## config.mk

```make
export PLATFORM = sky130hd
export DESIGN_NAME = instruction_controller_flat
export DESIGN_NICKNAME = d
export VERILOG_FILES = /design/src/rtl/instruction_controller_pkg.sv /design/src/rtl/instruction_controller_if.sv /design/src/rtl/instruction_controller_instr_decoder.sv /design/src/rtl/instruction_controller.sv /design/src/flat_wrapper.sv
export SDC_FILE = /design/constraint.sdc
export NUM_CORES = 1
export LEC_CHECK = 0
export ABC_CLOCK_PERIOD_IN_PS = 2200
export BUFFER_PORTS_ARGS = -buffer_cell sky130_fd_sc_hd__buf_2
export CAP_MARGIN = 20
export CORE_ASPECT_RATIO = 2
export CORE_MARGIN = 2
export CORE_UTILIZATION = 30
export CTS_CLUSTER_DIAMETER = 60
export DETAILED_ROUTE_END_ITERATION = 8
export PLACE_DENSITY = 0.67
export SETUP_SLACK_MARGIN = 0.3
export SLEW_MARGIN = 30
export SYNTH_ARGS = -nofsm -noshare
export SYNTH_HDL_FRONTEND = slang
export SYNTH_HIERARCHICAL = 1
export SYNTH_SLANG_ARGS = --single-unit
```

## constraint.sdc

```tcl
create_clock -name clk -period 2.2 [get_ports clk]
set_clock_uncertainty 0.1 [all_clocks]
set_input_delay 0.44 -clock clk [delete_from_list [all_inputs] [get_ports clk]]
set_output_delay 0.44 -clock clk [all_outputs]
set_load 0.005 [all_outputs]
```

## src/rtl/instruction_controller_pkg.sv

```systemverilog
// Shared constants, state encoding and instruction classes for the Simple RISC Machine control unit.
// Optional illegal-encoding flag is enabled by defining CTRL_ILLEGAL_FLAG_EN.
package instruction_controller_pkg;

    localparam int WORD_W = 16;
    localparam int RN_W   = 3;

    localparam logic [2:0] OP_MOV = 3'b110;
    localparam logic [2:0] OP_ALU = 3'b101;

    localparam logic [1:0] SUB_MOV_IMM = 2'b10;
    localparam logic [1:0] SUB_MOV_REG = 2'b00;
    localparam logic [1:0] SUB_ADD     = 2'b00;
    localparam logic [1:0] SUB_CMP     = 2'b01;
    localparam logic [1:0] SUB_AND     = 2'b10;
    localparam logic [1:0] SUB_MVN     = 2'b11;

    localparam logic [1:0] VSEL_C    = 2'b00;
    localparam logic [1:0] VSEL_IMM8 = 2'b10;

    localparam logic [1:0] ALU_ADD   = 2'b00;
    localparam logic [1:0] ALU_SUB   = 2'b01;
    localparam logic [1:0] ALU_AND   = 2'b10;
    localparam logic [1:0] ALU_NOT_B = 2'b11;

    typedef enum logic [2:0] {
        S_WAIT,
        S_DECODE,
        S_GET_A,
        S_GET_B,
        S_ALU,
        S_WR_REG,
        S_WR_IMM
    } state_t;

    typedef enum logic [2:0] {
        CLS_ILLEGAL,
        CLS_MOV_IMM,
        CLS_MOV_REG,
        CLS_ADD,
        CLS_CMP,
        CLS_AND,
        CLS_MVN
    } instr_class_t;

    typedef struct packed {
        logic [RN_W-1:0] rn;
        logic [RN_W-1:0] rd;
        logic [1:0]      sh;
        logic [RN_W-1:0] rm;
    } instr_fields_t;

    function automatic logic [WORD_W-1:0] sext5(input logic [4:0] imm);
        return WORD_W'($signed(imm));
    endfunction

    function automatic logic [WORD_W-1:0] sext8(input logic [7:0] imm);
        return WORD_W'($signed(imm));
    endfunction

endpackage

```

## src/rtl/instruction_controller_if.sv

```systemverilog
// Bus between the instruction source / datapath and the control unit.
// The illegal output exists only when CTRL_ILLEGAL_FLAG_EN is defined.
interface instruction_controller_if;
    import instruction_controller_pkg::*;

    logic              load;
    logic              s;
    logic [WORD_W-1:0] in;
    logic              w;
    logic [RN_W-1:0]   readnum;
    logic [RN_W-1:0]   writenum;
    logic [1:0]        vsel;
    logic              loada;
    logic              loadb;
    logic              asel;
    logic              bsel;
    logic [1:0]        ALUop;
    logic [1:0]        shift;
    logic              loadc;
    logic              loads;
    logic              write;
    logic [WORD_W-1:0] sximm5;
    logic [WORD_W-1:0] sximm8;
`ifdef CTRL_ILLEGAL_FLAG_EN
    logic              illegal;
`endif

    modport slave (
`ifdef CTRL_ILLEGAL_FLAG_EN
        output illegal,
`endif
        input  load, s, in,
        output w, readnum, writenum, vsel, loada, loadb, asel, bsel,
        output ALUop, shift, loadc, loads, write, sximm5, sximm8
    );

    modport master (
`ifdef CTRL_ILLEGAL_FLAG_EN
        input  illegal,
`endif
        output load, s, in,
        input  w, readnum, writenum, vsel, loada, loadb, asel, bsel,
        input  ALUop, shift, loadc, loads, write, sximm5, sximm8
    );

endinterface

```

## src/rtl/instruction_controller_instr_decoder.sv

```systemverilog
// Combinational decode of the instruction register: register fields, immediates,
// instruction class and legality.
module instruction_controller_instr_decoder
    import instruction_controller_pkg::*;
(
    input  logic [WORD_W-1:0] ir,
    output instr_class_t      cls,
    output instr_fields_t     fields,
    output logic              legal,
    output logic [WORD_W-1:0] sximm5,
    output logic [WORD_W-1:0] sximm8
);

    logic [2:0] op;
    logic [1:0] sub;

    assign op  = ir[15:13];
    assign sub = ir[12:11];

    assign fields.rn = ir[10:8];
    assign fields.rd = ir[7:5];
    assign fields.sh = ir[4:3];
    assign fields.rm = ir[2:0];

    assign sximm5 = sext5(ir[4:0]);
    assign sximm8 = sext8(ir[7:0]);

    // Anything outside the two supported opcode groups stays CLS_ILLEGAL
    always_comb begin
        cls = CLS_ILLEGAL;
        case (op)
            OP_MOV: begin
                if (sub == SUB_MOV_IMM)
                    cls = CLS_MOV_IMM;
                else if (sub == SUB_MOV_REG)
                    cls = CLS_MOV_REG;
            end
            OP_ALU: begin
                case (sub)
                    SUB_ADD: cls = CLS_ADD;
                    SUB_CMP: cls = CLS_CMP;
                    SUB_AND: cls = CLS_AND;
                    SUB_MVN: cls = CLS_MVN;
                    default: cls = CLS_ILLEGAL;
                endcase
            end
            default: cls = CLS_ILLEGAL;
        endcase
    end

    assign legal = (cls != CLS_ILLEGAL);

endmodule

```

## src/rtl/instruction_controller.sv

```systemverilog
// Moore control FSM for the Simple RISC Machine datapath; one instruction per start pulse.
// Define CTRL_ILLEGAL_FLAG_EN to add a sticky illegal-encoding flag output.
module instruction_controller
    import instruction_controller_pkg::*;
(
    input  logic clk,
    input  logic reset,
    instruction_controller_if.slave ctrl
);

    state_t            state;
    state_t            next_state;
    logic [WORD_W-1:0] ir;
    instr_class_t      cls;
    instr_fields_t     fields;
    logic              legal;
    logic [WORD_W-1:0] sximm5;
    logic [WORD_W-1:0] sximm8;

    instruction_controller_instr_decoder u_instr_decoder (
        .ir     (ir),
        .cls    (cls),
        .fields (fields),
        .legal  (legal),
        .sximm5 (sximm5),
        .sximm8 (sximm8)
    );

    assign ctrl.sximm5 = sximm5;
    assign ctrl.sximm8 = sximm8;

    // IR only moves in WAIT so an executing instruction never sees its encoding change
    always_ff @(posedge clk) begin
        if (reset)
            ir <= '0;
        else if (state == S_WAIT && ctrl.load)
            ir <= ctrl.in;
    end

    always_ff @(posedge clk) begin
        if (reset)
            state <= S_WAIT;
        else
            state <= next_state;
    end

    always_comb begin
        next_state = S_WAIT;
        case (state)
            S_WAIT:   next_state = ctrl.s ? S_DECODE : S_WAIT;
            S_DECODE: begin
                if (!legal)
                    next_state = S_WAIT;
                else begin
                    case (cls)
                        CLS_MOV_IMM:                  next_state = S_WR_IMM;
                        CLS_ADD, CLS_CMP, CLS_AND:    next_state = S_GET_A;
                        CLS_MOV_REG, CLS_MVN:         next_state = S_GET_B;
                        default:                      next_state = S_WAIT;
                    endcase
                end
            end
            S_GET_A:  next_state = S_GET_B;
            S_GET_B:  next_state = S_ALU;
            S_ALU:    next_state = (cls == CLS_CMP) ? S_WAIT : S_WR_REG;
            S_WR_REG: next_state = S_WAIT;
            S_WR_IMM: next_state = S_WAIT;
            default:  next_state = S_WAIT;
        endcase
    end

    // MOV Rd,Rm reuses the adder with A forced to zero so the shifted B passes through
    always_comb begin
        ctrl.w        = 1'b0;
        ctrl.readnum  = '0;
        ctrl.writenum = '0;
        ctrl.vsel     = VSEL_C;
        ctrl.loada    = 1'b0;
        ctrl.loadb    = 1'b0;
        ctrl.asel     = 1'b0;
        ctrl.bsel     = 1'b0;
        ctrl.ALUop    = ALU_ADD;
        ctrl.shift    = 2'b00;
        ctrl.loadc    = 1'b0;
        ctrl.loads    = 1'b0;
        ctrl.write    = 1'b0;
        case (state)
            S_WAIT: ctrl.w = 1'b1;
            S_GET_A: begin
                ctrl.readnum = fields.rn;
                ctrl.loada   = 1'b1;
            end
            S_GET_B: begin
                ctrl.readnum = fields.rm;
                ctrl.loadb   = 1'b1;
            end
            S_ALU: begin
                ctrl.shift = fields.sh;
                case (cls)
                    CLS_MOV_REG: begin
                        ctrl.ALUop = ALU_ADD;
                        ctrl.asel  = 1'b1;
                        ctrl.loadc = 1'b1;
                    end
                    CLS_CMP: begin
                        ctrl.ALUop = ALU_SUB;
                        ctrl.loads = 1'b1;
                    end
                    CLS_AND: begin
                        ctrl.ALUop = ALU_AND;
                        ctrl.loadc = 1'b1;
                    end
                    CLS_MVN: begin
                        ctrl.ALUop = ALU_NOT_B;
                        ctrl.loadc = 1'b1;
                    end
                    default: begin
                        ctrl.ALUop = ALU_ADD;
                        ctrl.loadc = 1'b1;
                    end
                endcase
            end
            S_WR_REG: begin
                ctrl.writenum = fields.rd;
                ctrl.vsel     = VSEL_C;
                ctrl.write    = 1'b1;
            end
            S_WR_IMM: begin
                ctrl.writenum = fields.rn;
                ctrl.vsel     = VSEL_IMM8;
                ctrl.write    = 1'b1;
            end
            default: ctrl.w = 1'b0;
        endcase
    end

`ifdef CTRL_ILLEGAL_FLAG_EN
    logic illegal_q;

    always_ff @(posedge clk) begin
        if (reset)
            illegal_q <= 1'b0;
        else if (state == S_DECODE && !legal)
            illegal_q <= 1'b1;
    end

    assign ctrl.illegal = illegal_q;
`endif

endmodule

```

## src/flat_wrapper.sv

```systemverilog
// flat-port wrapper written by rule: the top's interface ports become plain ports
module instruction_controller_flat import instruction_controller_pkg::*;
  (clk, reset, ctrl_load, ctrl_s, ctrl_in, ctrl_w, ctrl_readnum, ctrl_writenum, ctrl_vsel, ctrl_loada, ctrl_loadb, ctrl_asel, ctrl_bsel, ctrl_ALUop, ctrl_shift, ctrl_loadc, ctrl_loads, ctrl_write, ctrl_sximm5, ctrl_sximm8);
  instruction_controller_if ctrl_i ();
  input  logic clk;
  input  logic reset;
  input wire logic [$bits(ctrl_i.load)-1:0] ctrl_load;
  input wire logic [$bits(ctrl_i.s)-1:0] ctrl_s;
  input wire logic [$bits(ctrl_i.in)-1:0] ctrl_in;
  output wire logic [$bits(ctrl_i.w)-1:0] ctrl_w;
  output wire logic [$bits(ctrl_i.readnum)-1:0] ctrl_readnum;
  output wire logic [$bits(ctrl_i.writenum)-1:0] ctrl_writenum;
  output wire logic [$bits(ctrl_i.vsel)-1:0] ctrl_vsel;
  output wire logic [$bits(ctrl_i.loada)-1:0] ctrl_loada;
  output wire logic [$bits(ctrl_i.loadb)-1:0] ctrl_loadb;
  output wire logic [$bits(ctrl_i.asel)-1:0] ctrl_asel;
  output wire logic [$bits(ctrl_i.bsel)-1:0] ctrl_bsel;
  output wire logic [$bits(ctrl_i.ALUop)-1:0] ctrl_ALUop;
  output wire logic [$bits(ctrl_i.shift)-1:0] ctrl_shift;
  output wire logic [$bits(ctrl_i.loadc)-1:0] ctrl_loadc;
  output wire logic [$bits(ctrl_i.loads)-1:0] ctrl_loads;
  output wire logic [$bits(ctrl_i.write)-1:0] ctrl_write;
  output wire logic [$bits(ctrl_i.sximm5)-1:0] ctrl_sximm5;
  output wire logic [$bits(ctrl_i.sximm8)-1:0] ctrl_sximm8;
  assign ctrl_i.load = ctrl_load;
  assign ctrl_i.s = ctrl_s;
  assign ctrl_i.in = ctrl_in;
  assign ctrl_w = ctrl_i.w;
  assign ctrl_readnum = ctrl_i.readnum;
  assign ctrl_writenum = ctrl_i.writenum;
  assign ctrl_vsel = ctrl_i.vsel;
  assign ctrl_loada = ctrl_i.loada;
  assign ctrl_loadb = ctrl_i.loadb;
  assign ctrl_asel = ctrl_i.asel;
  assign ctrl_bsel = ctrl_i.bsel;
  assign ctrl_ALUop = ctrl_i.ALUop;
  assign ctrl_shift = ctrl_i.shift;
  assign ctrl_loadc = ctrl_i.loadc;
  assign ctrl_loads = ctrl_i.loads;
  assign ctrl_write = ctrl_i.write;
  assign ctrl_sximm5 = ctrl_i.sximm5;
  assign ctrl_sximm8 = ctrl_i.sximm8;
  instruction_controller u_core (.clk(clk), .reset(reset), .ctrl(ctrl_i));
endmodule
```

==> results of run 1 <==
==> worst min path at each step <==
stage          cells after the start                        from  slack [ns]                    endpoint
2_1_floorplan                      2  u_core/ir[10]$_SDFFE_PP0P_        0.34  u_core/ir[10]$_SDFFE_PP0P_
3_3_place_gp                       2  u_core/ir[11]$_SDFFE_PP0P_        0.35  u_core/ir[11]$_SDFFE_PP0P_
3_5_place_dp                       2  u_core/ir[11]$_SDFFE_PP0P_        0.35  u_core/ir[11]$_SDFFE_PP0P_
4_1_cts                            3                 ctrl_in[12]        0.31  u_core/ir[12]$_SDFFE_PP0P_
5_1_grt                            3                 ctrl_in[12]        0.32  u_core/ir[12]$_SDFFE_PP0P_
6_report                           3                 ctrl_in[12]        0.32  u_core/ir[12]$_SDFFE_PP0P_
==> report_power, final <==
| group | internal, uW | switching [uW] | total [uW] |
|---|---|---|---|
| sequential | 361 | 25.7 | 387 |
| combinational | 77.7 | 74.1 | 152 |
| clock | 128 | 109 | 237 |
| total | 567 | 209 | 776 |
==> timing repair <==
action / 4_1_cts / 5_1_grt
setup buffers: 10 / 0
pin swaps: 10 / 5
gates resized for setup: 25 / 13
hold buffers: 0 / 0
setup endpoints to repair: 16 / 11
==> cells by family (layout without fill, tap and decap cells) <==
family | Yosys count | in the layout | synth area share, %
buffers and inverters | 62 | 91 | 31.04
DFF | 19 | 19 | 26.14
AOI/OAI and AO/OA | 33 | 33 | 14.27
adders and majority gates | 2 | 2 | 1.719
and+or+nand+nor | 67 | 67 | 25.97
xor gates and xnor gates | 1 | 1 | 0.6020
other | 1 | 2 | 0.2577
==> cell type report <==
class	instances	area, sq um	share of cell area [%]
Multi-Input combinational cell	105	728.2	42.67
Timing Repair Buffer	82	446.7	26.17
Sequential cell	19	394.1	23.09
Tap cell	55	68.82	4.032
Clock buffer	4	45.04	2.639
Inverter	5	23.77	1.393
==> worst reg2reg max path, cell delays in order (launching register included) <==
cell and delay (ns):
dfxtp_2 0.37, inv_4 0.06, ha_4 0.16, nor2_4 0.12, o22ai_2 0.07, and2_4 0.19
buf_4 0.14, or3_1 0.31, a31oi_1 0.18, a211oi_1 0.06
==> flip-flops by register name, summed over array words and instances, names as in the netlist <==
name / flops
u_core/state: 3
u_core/ir: 16
==> cell usage in the layout, fill, tap and decap left out, drive strengths merged, types with 4 or more instances in the layout <==
| cell | count |
|---|---|
| a21oi | 16 |
| and2 | 4 |
| buf | 82 |
| clkbuf | 4 |
| dfxtp | 19 |
| inv | 5 |
| nand2 | 32 |
| nor2 | 8 |
| nor2b | 5 |
==> through the flow <==
step / power, uW / worst slack, ns / TNS (ns) / instance area [sq um] / hold slack (ns)
floorplan: 531.1 / 0.3040 / 0 / 1473 / 0.3363
global placement: 520.7 / 0.1726 / 0 / 1465 / 0.3488
detailed placement: 524.9 / 0.1125 / 0 / 1465 / 0.3506
CTS: 781.7 / 0.07602 / 0 / 1660 / 0.3144
global route: 820.1 / -0.01292 / -0.01961 / 1707 / 0.3241
finish: 775.8 / 0.06729 / 0 / 1707 / 0.3179
==> per-layer routing <==
metal | vias up | part of all wire (%) | track usage, %
met2 | 36 | 57 | 23.08
met5 | - | 0 | 0
met3 | 6 | 4.6 | 1.449
li1 | 619 | - | -
met4 | 0 | 2.6 | 6.509
met1 | 543 | 36 | 13.49
==> flow_metrics.env, run 1 <==
export IMPL_cp_required_ns=1.66
export IMPL_drtAntennaViolNets=0
export IMPL_synth_seq_area_share_pct=26.14
export IMPL_drive_gt1_share_pct=53.95
export IMPL_first_pass_iters=4
export IMPL_max_cap_violations=0
export IMPL_finalHoldViolations=0
export IMPL_synth_area_sq_mm=0.001455
export IMPL_area_delta_synth_final_pct=17.28
export IMPL_setup_viol=0
export IMPL_pin_count=72
export IMPL_rows=35
export IMPL_r2r_slack_ns=0.30
export IMPL_synth_seq_cells=19
export IMPL_path_cells="inv_4 -> ha_4 -> nor2_4 -> o22ai_2 -> and2_4 -> nor2_4 -> a21o_1 -> inv_1 -> buf_2"
export IMPL_synth_most_common_cell="buf_4"
export IMPL_synth_flop_cell="dfxtp_1"
export IMPL_status="finished clean"
export IMPL_track_usage_pct=12.61
export IMPL_cp_arrival_ns=1.59
export IMPL_antenna_found_initial=0
export IMPL_cts_made_buffers=3
export IMPL_p_leak_uw=0.0008443
export IMPL_yosys_top_cells_area="dfxtp_1, buf_4, nand2_1"
export IMPL_critPathSlowestCell="dfxtp_2"
export IMPL_synth_cell_types=42
export IMPL_fmax_ghz=0.4689
export IMPL_dp_cells=256
export IMPL_synth_common_cells="buf_4, nand2_1, dfxtp_1"
export IMPL_crit_end="ctrl_loadc"
export IMPL_dp_hpwl_microns=2481
export IMPL_cts_buffer_depth=2
export IMPL_synth_top_area_share_pct=26.14
export IMPL_yosysWarningCount=6
export IMPL_cts_sinks=19
export IMPL_cpPeakStageDelay_ns=0.37
export IMPL_num_antenna_cells=0
export IMPL_gp_congestion=0.7906
export IMPL_portBuffers=69
export IMPL_fin_nets=238
export IMPL_crit_buf_inv=3
export IMPL_grt_pass1_wl_microns=5175
export IMPL_period_share_pct=96.94
export IMPL_route_detailed_drc=0
export IMPL_drtIter0Drc=12
export IMPL_period_needed_ns=2.133
export IMPL_synth_cells=185
export IMPL_path_max_fanout=6
export IMPL_hp_class="in -> reg"
export IMPL_clkSlewWorstSetupHoldPaths_ns=0.07
export IMPL_start_kind="flip-flop"
export IMPL_drt_total_wl_microns=3462
export IMPL_die_y_microns=102.5
export IMPL_core_region_area_sq_mm=0.004642
export IMPL_clk_latency_ns=0.25
export IMPL_worstSetupEndpointType="primary output"
export IMPL_worstSetupStartpoint="u_core/ir[11]$_SDFFE_PP0P_"
export IMPL_reg2regPathDepth=9
export IMPL_ir_drop_uv=291.8
export IMPL_cp_depth=9
export IMPL_rsz0062_at_grt="yes"
export IMPL_crit_family="simple AND/OR/NAND/NOR gates"
export IMPL_die_x_microns=53.25
export IMPL_num_vias=1204
export IMPL_synth_edf_count=0
export IMPL_synth_area_per_cell_sq_um=7.866
export IMPL_dieArea_sq_mm=0.005457
export IMPL_overflow=0
export IMPL_cp_common_cell="nor2_4"
export IMPL_power_density_mw_per_mm2=454.6
export IMPL_cts_tree="built"
export IMPL_fin_cells=270
export IMPL_path_class="reg -> out"
export IMPL_async_reset_ff_share_pct=0
export IMPL_yosysTopAreaCell="dfxtp_1"
export IMPL_via_per_inst=4.459
export IMPL_htree_levels=1
export IMPL_post_drt_wl_per_cell_microns=12.82
export IMPL_initial_core_util_pct=31.35
export IMPL_fin_util_pct=36.77
export IMPL_root_buffer="clkbuf_8"
export IMPL_grt_max_degree=20
export IMPL_slew_viol_final=0
export IMPL_worstReg2RegStart="u_core/ir[11]$_SDFFE_PP0P_"
export IMPL_nFillCells=550
export IMPL_first_global_vias=1131
export IMPL_r2r_end="u_core/state[1]$_SDFF_PP0_"
Power figures use the tool's default switching activity.
==> inputs of run 2 (changes only) <==
Settings changed: CAP_MARGIN 20 to not set, RECOVER_POWER set to 50.
==> run 2 against run 1 <==
Effect of this change: largest power group unchanged; worst setup slack about the same; global-route usage unchanged; die area unchanged; worst hold slack about the same; power decreased by 0.65%; critical path depth unchanged; register-to-register slack about the same; utilization decreased by 0.59 points.
==> flow_metrics.env, run 2 (same netlist as run 1, synthesis figures left out) <==
export IMPL_status="finished clean"
export IMPL_period_needed_ns=2.133
export IMPL_drive_gt1_share_pct=44.65
export IMPL_seqCellArea_sq_um=392.9
export IMPL_period_share_pct=96.94
export IMPL_drt_total_wl_microns=3476
export IMPL_rows=35
export IMPL_pin_count=72
export IMPL_portBuffers=69
export IMPL_r2r_slack_ns=0.31
export IMPL_via_per_inst=4.444
export IMPL_reg_top3="u_core/ir x16, u_core/state x3"
export IMPL_initial_core_util_pct=31.35
export IMPL_die_x_microns=53.25
export IMPL_reg2regPathDepth=9
export IMPL_route_detailed_drc=0
export IMPL_start_kind="flip-flop"
export IMPL_dp_hpwl_microns=2481
export IMPL_antenna_found_initial=0
export IMPL_slew_viol_final=0
export IMPL_whs_path_depth=3
export IMPL_cp_arrival_ns=1.59
export IMPL_hp_class="in -> reg"
export IMPL_largest_register_ff_count=16
export IMPL_track_usage_pct=12.61
export IMPL_whs_ns=0.3180
export IMPL_clk_latency_ns=0.25
export IMPL_regMostFlops="u_core/ir"
export IMPL_cts_sinks=19
export IMPL_post_drt_wl_per_cell_microns=12.87
export IMPL_grt_max_degree=20
export IMPL_power_density_mw_per_mm2=459.0
export IMPL_power_total_uw=770.8
export IMPL_area_delta_synth_final_pct=15.39
export IMPL_num_vias=1200
export IMPL_path_class="reg -> out"
export IMPL_slew_headroom_pct=62.62
export IMPL_grt_pass1_wl_microns=5175
export IMPL_gp_congestion=0.7906
export IMPL_fin_nets=238
export IMPL_dieArea_sq_mm=0.005457
export IMPL_rsz0062_at_grt="yes"
export IMPL_p_leak_uw=0.0007710
export IMPL_multiInputGateArea_sq_um=724.4
export IMPL_holdPathEnd="u_core/ir[12]$_SDFFE_PP0P_"
export IMPL_nFillCells=551
export IMPL_r2r_end="u_core/state[1]$_SDFF_PP0_"
export IMPL_cp_required_ns=1.66
export IMPL_cts_buffer_depth=2
export IMPL_ir_drop_uv=293.1
export IMPL_finalHoldViolations=0
export IMPL_final_common_cell="buf_2"
export IMPL_core_region_area_sq_mm=0.004642
export IMPL_worstSetupEndpointType="primary output"
export IMPL_final_cell_mix="buf_2, nand2_1, clkbuf_1, a21oi_1, dfxtp_1"
export IMPL_drtIter0Drc=16
export IMPL_drtAntennaViolNets=0
export IMPL_fmax_ghz=0.4689
export IMPL_cts_tree="built"
export IMPL_overflow=0
export IMPL_num_antenna_cells=0
export IMPL_setup_viol=0
export IMPL_worstReg2RegStart="u_core/ir[11]$_SDFFE_PP0P_"
export IMPL_clkSlewWorstSetupHoldPaths_ns=0.07
export IMPL_first_global_vias=1131
export IMPL_htree_levels=1
export IMPL_die_y_microns=102.5
export IMPL_first_pass_iters=4
export IMPL_worstMarginPinSlew_ns=0.5607
export IMPL_postCtsHoldBufs=0
export IMPL_path_max_fanout=6
export IMPL_max_cap_violations=0
export IMPL_hp_start="ctrl_in[12]"
export IMPL_cts_made_buffers=3
export IMPL_root_buffer="clkbuf_8"
[run 2: routing by layer]
metal / part of all wire [%] / up-vias / global-route usage, %
met5: 0 / - / 0
met4: 2.6 / 0 / 6.509
met1: 36 / 539 / 13.49
met3: 4.6 / 6 / 1.449
li1: - / 619 / -
met2: 57 / 36 / 23.08
[run 2: worst max-delay path by stage]
| stage | from | to | cells past startpoint |
|---|---|---|---|
| 2_1_floorplan | u_core/ir[11]$_SDFFE_PP0P_ | ctrl_loadc | 9 |
| 3_3_place_gp | u_core/ir[11]$_SDFFE_PP0P_ | ctrl_asel | 7 |
| 3_5_place_dp | u_core/ir[11]$_SDFFE_PP0P_ | ctrl_loadc | 9 |
| 4_1_cts | u_core/ir[12]$_SDFFE_PP0P_ | ctrl_loadc | 9 |
| 5_1_grt | u_core/ir[11]$_SDFFE_PP0P_ | ctrl_loadc | 9 |
| 6_report | u_core/ir[11]$_SDFFE_PP0P_ | ctrl_loadc | 9 |
[run 2: repair_timing]
item	4_1_cts	5_1_grt
gates resized for setup	25	13
buffers inserted	10	0
setup endpoints to repair	16	11
pin swaps	10	5
hold endpoints to repair	0	0
[run 2: stage by stage]
step / setup TNS (ns) / area (sq um) / instances / setup slack (ns) / util (%)
3_3_place_gp: 0 / 1465 / 256 / 0.1726 / 31.56
5_1_grt: -0.01961 / 1679 / 270 / -0.01292 / 36.17
2_1_floorplan: 0 / 1473 / 186 / 0.3040 / -
4_1_cts: 0 / 1660 / 270 / 0.07602 / 35.77
3_5_place_dp: 0 / 1465 / 256 / 0.1125 / 31.56
6_report: 0 / 1679 / 270 / 0.06731 / 36.17
[run 2: critical path: stages, from the launching register on]
cell	delay (ns)
dfxtp_2	0.37
inv_4	0.05
ha_4	0.16
nor2_4	0.12
o22ai_2	0.07
and2_4	0.19
nor2_4	0.07
a21o_1	0.14
inv_1	0.04
buf_2	0.11
[run 2: layout make-up]
cell class	count	share of cell area (%)
multi-input combinational	105	43.14
inverter	5	1.416
tap	55	4.098
sequential	19	23.40
timing repair buffer	82	25.26
clock buffer	4	2.683
[run 2: power breakdown]
| group | internal (uW) | total (uW) | switching, uW |
|---|---|---|---|
| clock network | 128 | 237 | 109 |
| logic | 71.9 | 146 | 74.2 |
| registers | 361 | 387 | 26.4 |
| total | 561 | 771 | 210 |
==> inputs of run 3 (changes only) <==
==> constraint.sdc (replaced) <==
create_clock -name clk -period 2.2 [get_ports clk]
set_clock_uncertainty 0.1 [all_clocks]
set_input_delay 0.11 -clock clk [delete_from_list [all_inputs] [get_ports clk]]
set_output_delay 0.11 -clock clk [all_outputs]
set_load 0.005 [all_outputs]
==> run 3 against run 2 <==
Effect of this change: routed wire length rose by 3.8%; clock power rose by 7%; critical endpoint is now u_core/state[2]$_SDFF_PP0_; combinational power up 11%; sequential share of layout area is 1.6 points lower; die area is the same.
==> flow_metrics.env, run 3 (same netlist as run 1, synthesis figures left out) <==
export IMPL_status="finished clean"
export IMPL_core_region_area_sq_mm=0.004642
export IMPL_antenna_found_initial=0
export IMPL_cts_sinks=19
export IMPL_use_met1_pct=11.39
export IMPL_cp_arrival_ns=1.97
export IMPL_first_pass_iters=4
export IMPL_cts_tree="built"
export IMPL_dieArea_sq_mm=0.005457
export IMPL_finalHoldViolations=0
export IMPL_period_share_pct=85.89
export IMPL_cts_made_buffers=3
export IMPL_via_per_inst=4.630
export IMPL_drive_gt1_share_pct=38.50
export IMPL_cts_buffer_depth=2
export IMPL_combPwrFrac_pct=20.2
export IMPL_path_max_fanout=5
export IMPL_switching_share_pct=28.51
export IMPL_setup_slack_ns=0.3105
export IMPL_rsz0062_at_grt="yes"
export IMPL_cp_required_ns=2.28
export IMPL_period_needed_ns=1.890
export IMPL_fin_util_pct=38.33
export IMPL_pin_count=72
export IMPL_root_buffer="clkbuf_8"
export IMPL_drtIter0Drc=11
export IMPL_gp_congestion=0.7605
export IMPL_fin_nets=249
export IMPL_hp_class="in -> reg"
export IMPL_regMostFlops="u_core/ir"
export IMPL_busiest_layer="met2"
export IMPL_p_seq_share_pct=48.3
export IMPL_htree_levels=1
export IMPL_route_detailed_drc=0
export IMPL_dpl_cell_area_sq_mm=0.001463
export IMPL_power_total_uw=803.2
export IMPL_portBuffers=69
export IMPL_die_x_microns=53.25
export IMPL_power_density_mw_per_mm2=451.4
export IMPL_slew_headroom_pct=61.72
export IMPL_nFillCells=528
export IMPL_tns_ns=0
export IMPL_ir_drop_uv=193.5
export IMPL_worstMarginPinSlew_ns=0.5742
export IMPL_overflow=0
export IMPL_grtUsageMet2_pct=23.84
export IMPL_clk_latency_ns=0.26
export IMPL_slew_viol_final=0
export IMPL_rows=35
export IMPL_p_leak_uw=0.0008048
export IMPL_initial_core_util_pct=31.35
export IMPL_grt_pass1_wl_microns=5147
export IMPL_whs_path_depth=3
export IMPL_worstSetupEndpointType="flip-flop"
export IMPL_seqCellArea_sq_um=387.9
export IMPL_p_int_uw=574.2
export IMPL_path_cells="inv_4 -> ha_4 -> inv_1 -> o22ai_2 -> and2_4 -> nor2_1 -> a21o_1 -> buf_4 -> buf_4 -> a221oi_2"
export IMPL_clkPwrFrac_pct=31.5
export IMPL_cpPeakStageDelay_ns=0.37
export IMPL_path_class="reg -> reg"
export IMPL_critPathSlowestCell="dfxtp_4"
export IMPL_num_antenna_cells=0
export IMPL_dp_slack_ns=0.2583
export IMPL_largest_register_ff_count=16
export IMPL_final_common_cell="buf_2"
export IMPL_post_drt_wl_per_cell_microns=12.84
export IMPL_first_global_vias=1162
export IMPL_final_cell_mix="buf_2, nand2_1, clkbuf_1, a21oi_1"
export IMPL_reg2regPathDepth=10
export IMPL_grt_max_degree=20
export IMPL_area_delta_synth_final_pct=22.27
export IMPL_die_y_microns=102.5
export IMPL_num_vias=1301
export IMPL_setup_viol=0
export IMPL_cp_common_cell="buf_4"
export IMPL_netSwitchingPower_uw=229.0
export IMPL_track_usage_pct=12.77
export IMPL_fmax_ghz=0.5292
export IMPL_multiInputGateArea_sq_um=721.9
export IMPL_drt_total_wl_microns=3609
export IMPL_clkSlewWorstSetupHoldPaths_ns=0.08
export IMPL_design_area_sq_mm=0.001779
export IMPL_met3_usage_pct=1.739
export IMPL_dp_hpwl_microns=2513
export IMPL_max_cap_violations=0
export IMPL_reg_top3="u_core/ir x16, u_core/state x3"
export IMPL_start_kind="flip-flop"
export IMPL_drtAntennaViolNets=0
==> run 3: timing repair <==
item                                   4_1_cts  5_1_grt
endpoints found under the hold margin       15        0
gates resized for setup                      7       20
gates cloned                                 0        1
pin swaps                                    2        9
hold buffers                                15        0
buffers inserted                             2        3
setup endpoints to repair                    5        9
==> run 3: through the flow <==
| stage | cells | hold WS, ns |
|---|---|---|
| floorplan | 186 | 0.1455 |
| global placement | 256 | 0.2527 |
| detailed placement | 256 | 0.2584 |
| CTS | 277 | 0.01765 |
| global route | 281 | 0.04320 |
| finish | 281 | 0.01497 |
==> run 3: per-layer routing <==
layer	part of all wire [%]	vias up
li1	-	647
met1	35	606
met3	4.4	9
met5	0	-
met2	57	39
met4	3.6	0
==> run 3: power groups by stage <==
stage / clock, uW / combinational [uW] / sequential (uW)
floorplan: 0 / 144 / 386
global placement: 0 / 128 / 392
detailed placement: 0 / 131 / 393
CTS: 260 / 155 / 385
global route: 270 / 180 / 392
finish: 253 / 162 / 388
==> run 3: cell type report <==
cell class,instances,share of cell area [%]
multi-input combinational,106,40.58
timing repair buffer,92,29.96
sequential,19,21.80
tap,55,3.868
clock buffer,3,2.321
inverter,5,1.195
clock inverter,1,0.2813
==> run 3: worst paths after layout <==
kind | from | endpoint | slack [ns]
hold reg to reg | u_core/ir[5]$_SDFFE_PP0P_ | u_core/ir[5]$_SDFFE_PP0P_ | 0.37
setup / recovery | u_core/ir[12]$_SDFFE_PP0P_ | u_core/state[2]$_SDFF_PP0_ | 0.31
setup reg to reg | u_core/ir[12]$_SDFFE_PP0P_ | u_core/state[2]$_SDFF_PP0_ | 0.31
hold / removal | ctrl_in[11] | u_core/ir[11]$_SDFFE_PP0P_ | 0.01
==> run 3: worst max-delay path, delay by kind of cell (launching register included) <==
kind	cells	cell delay [ns]
compound gates	3	0.55
buf+inv	4	0.38
flops	1	0.37
simple gates	2	0.25
fa+ha+maj	1	0.15
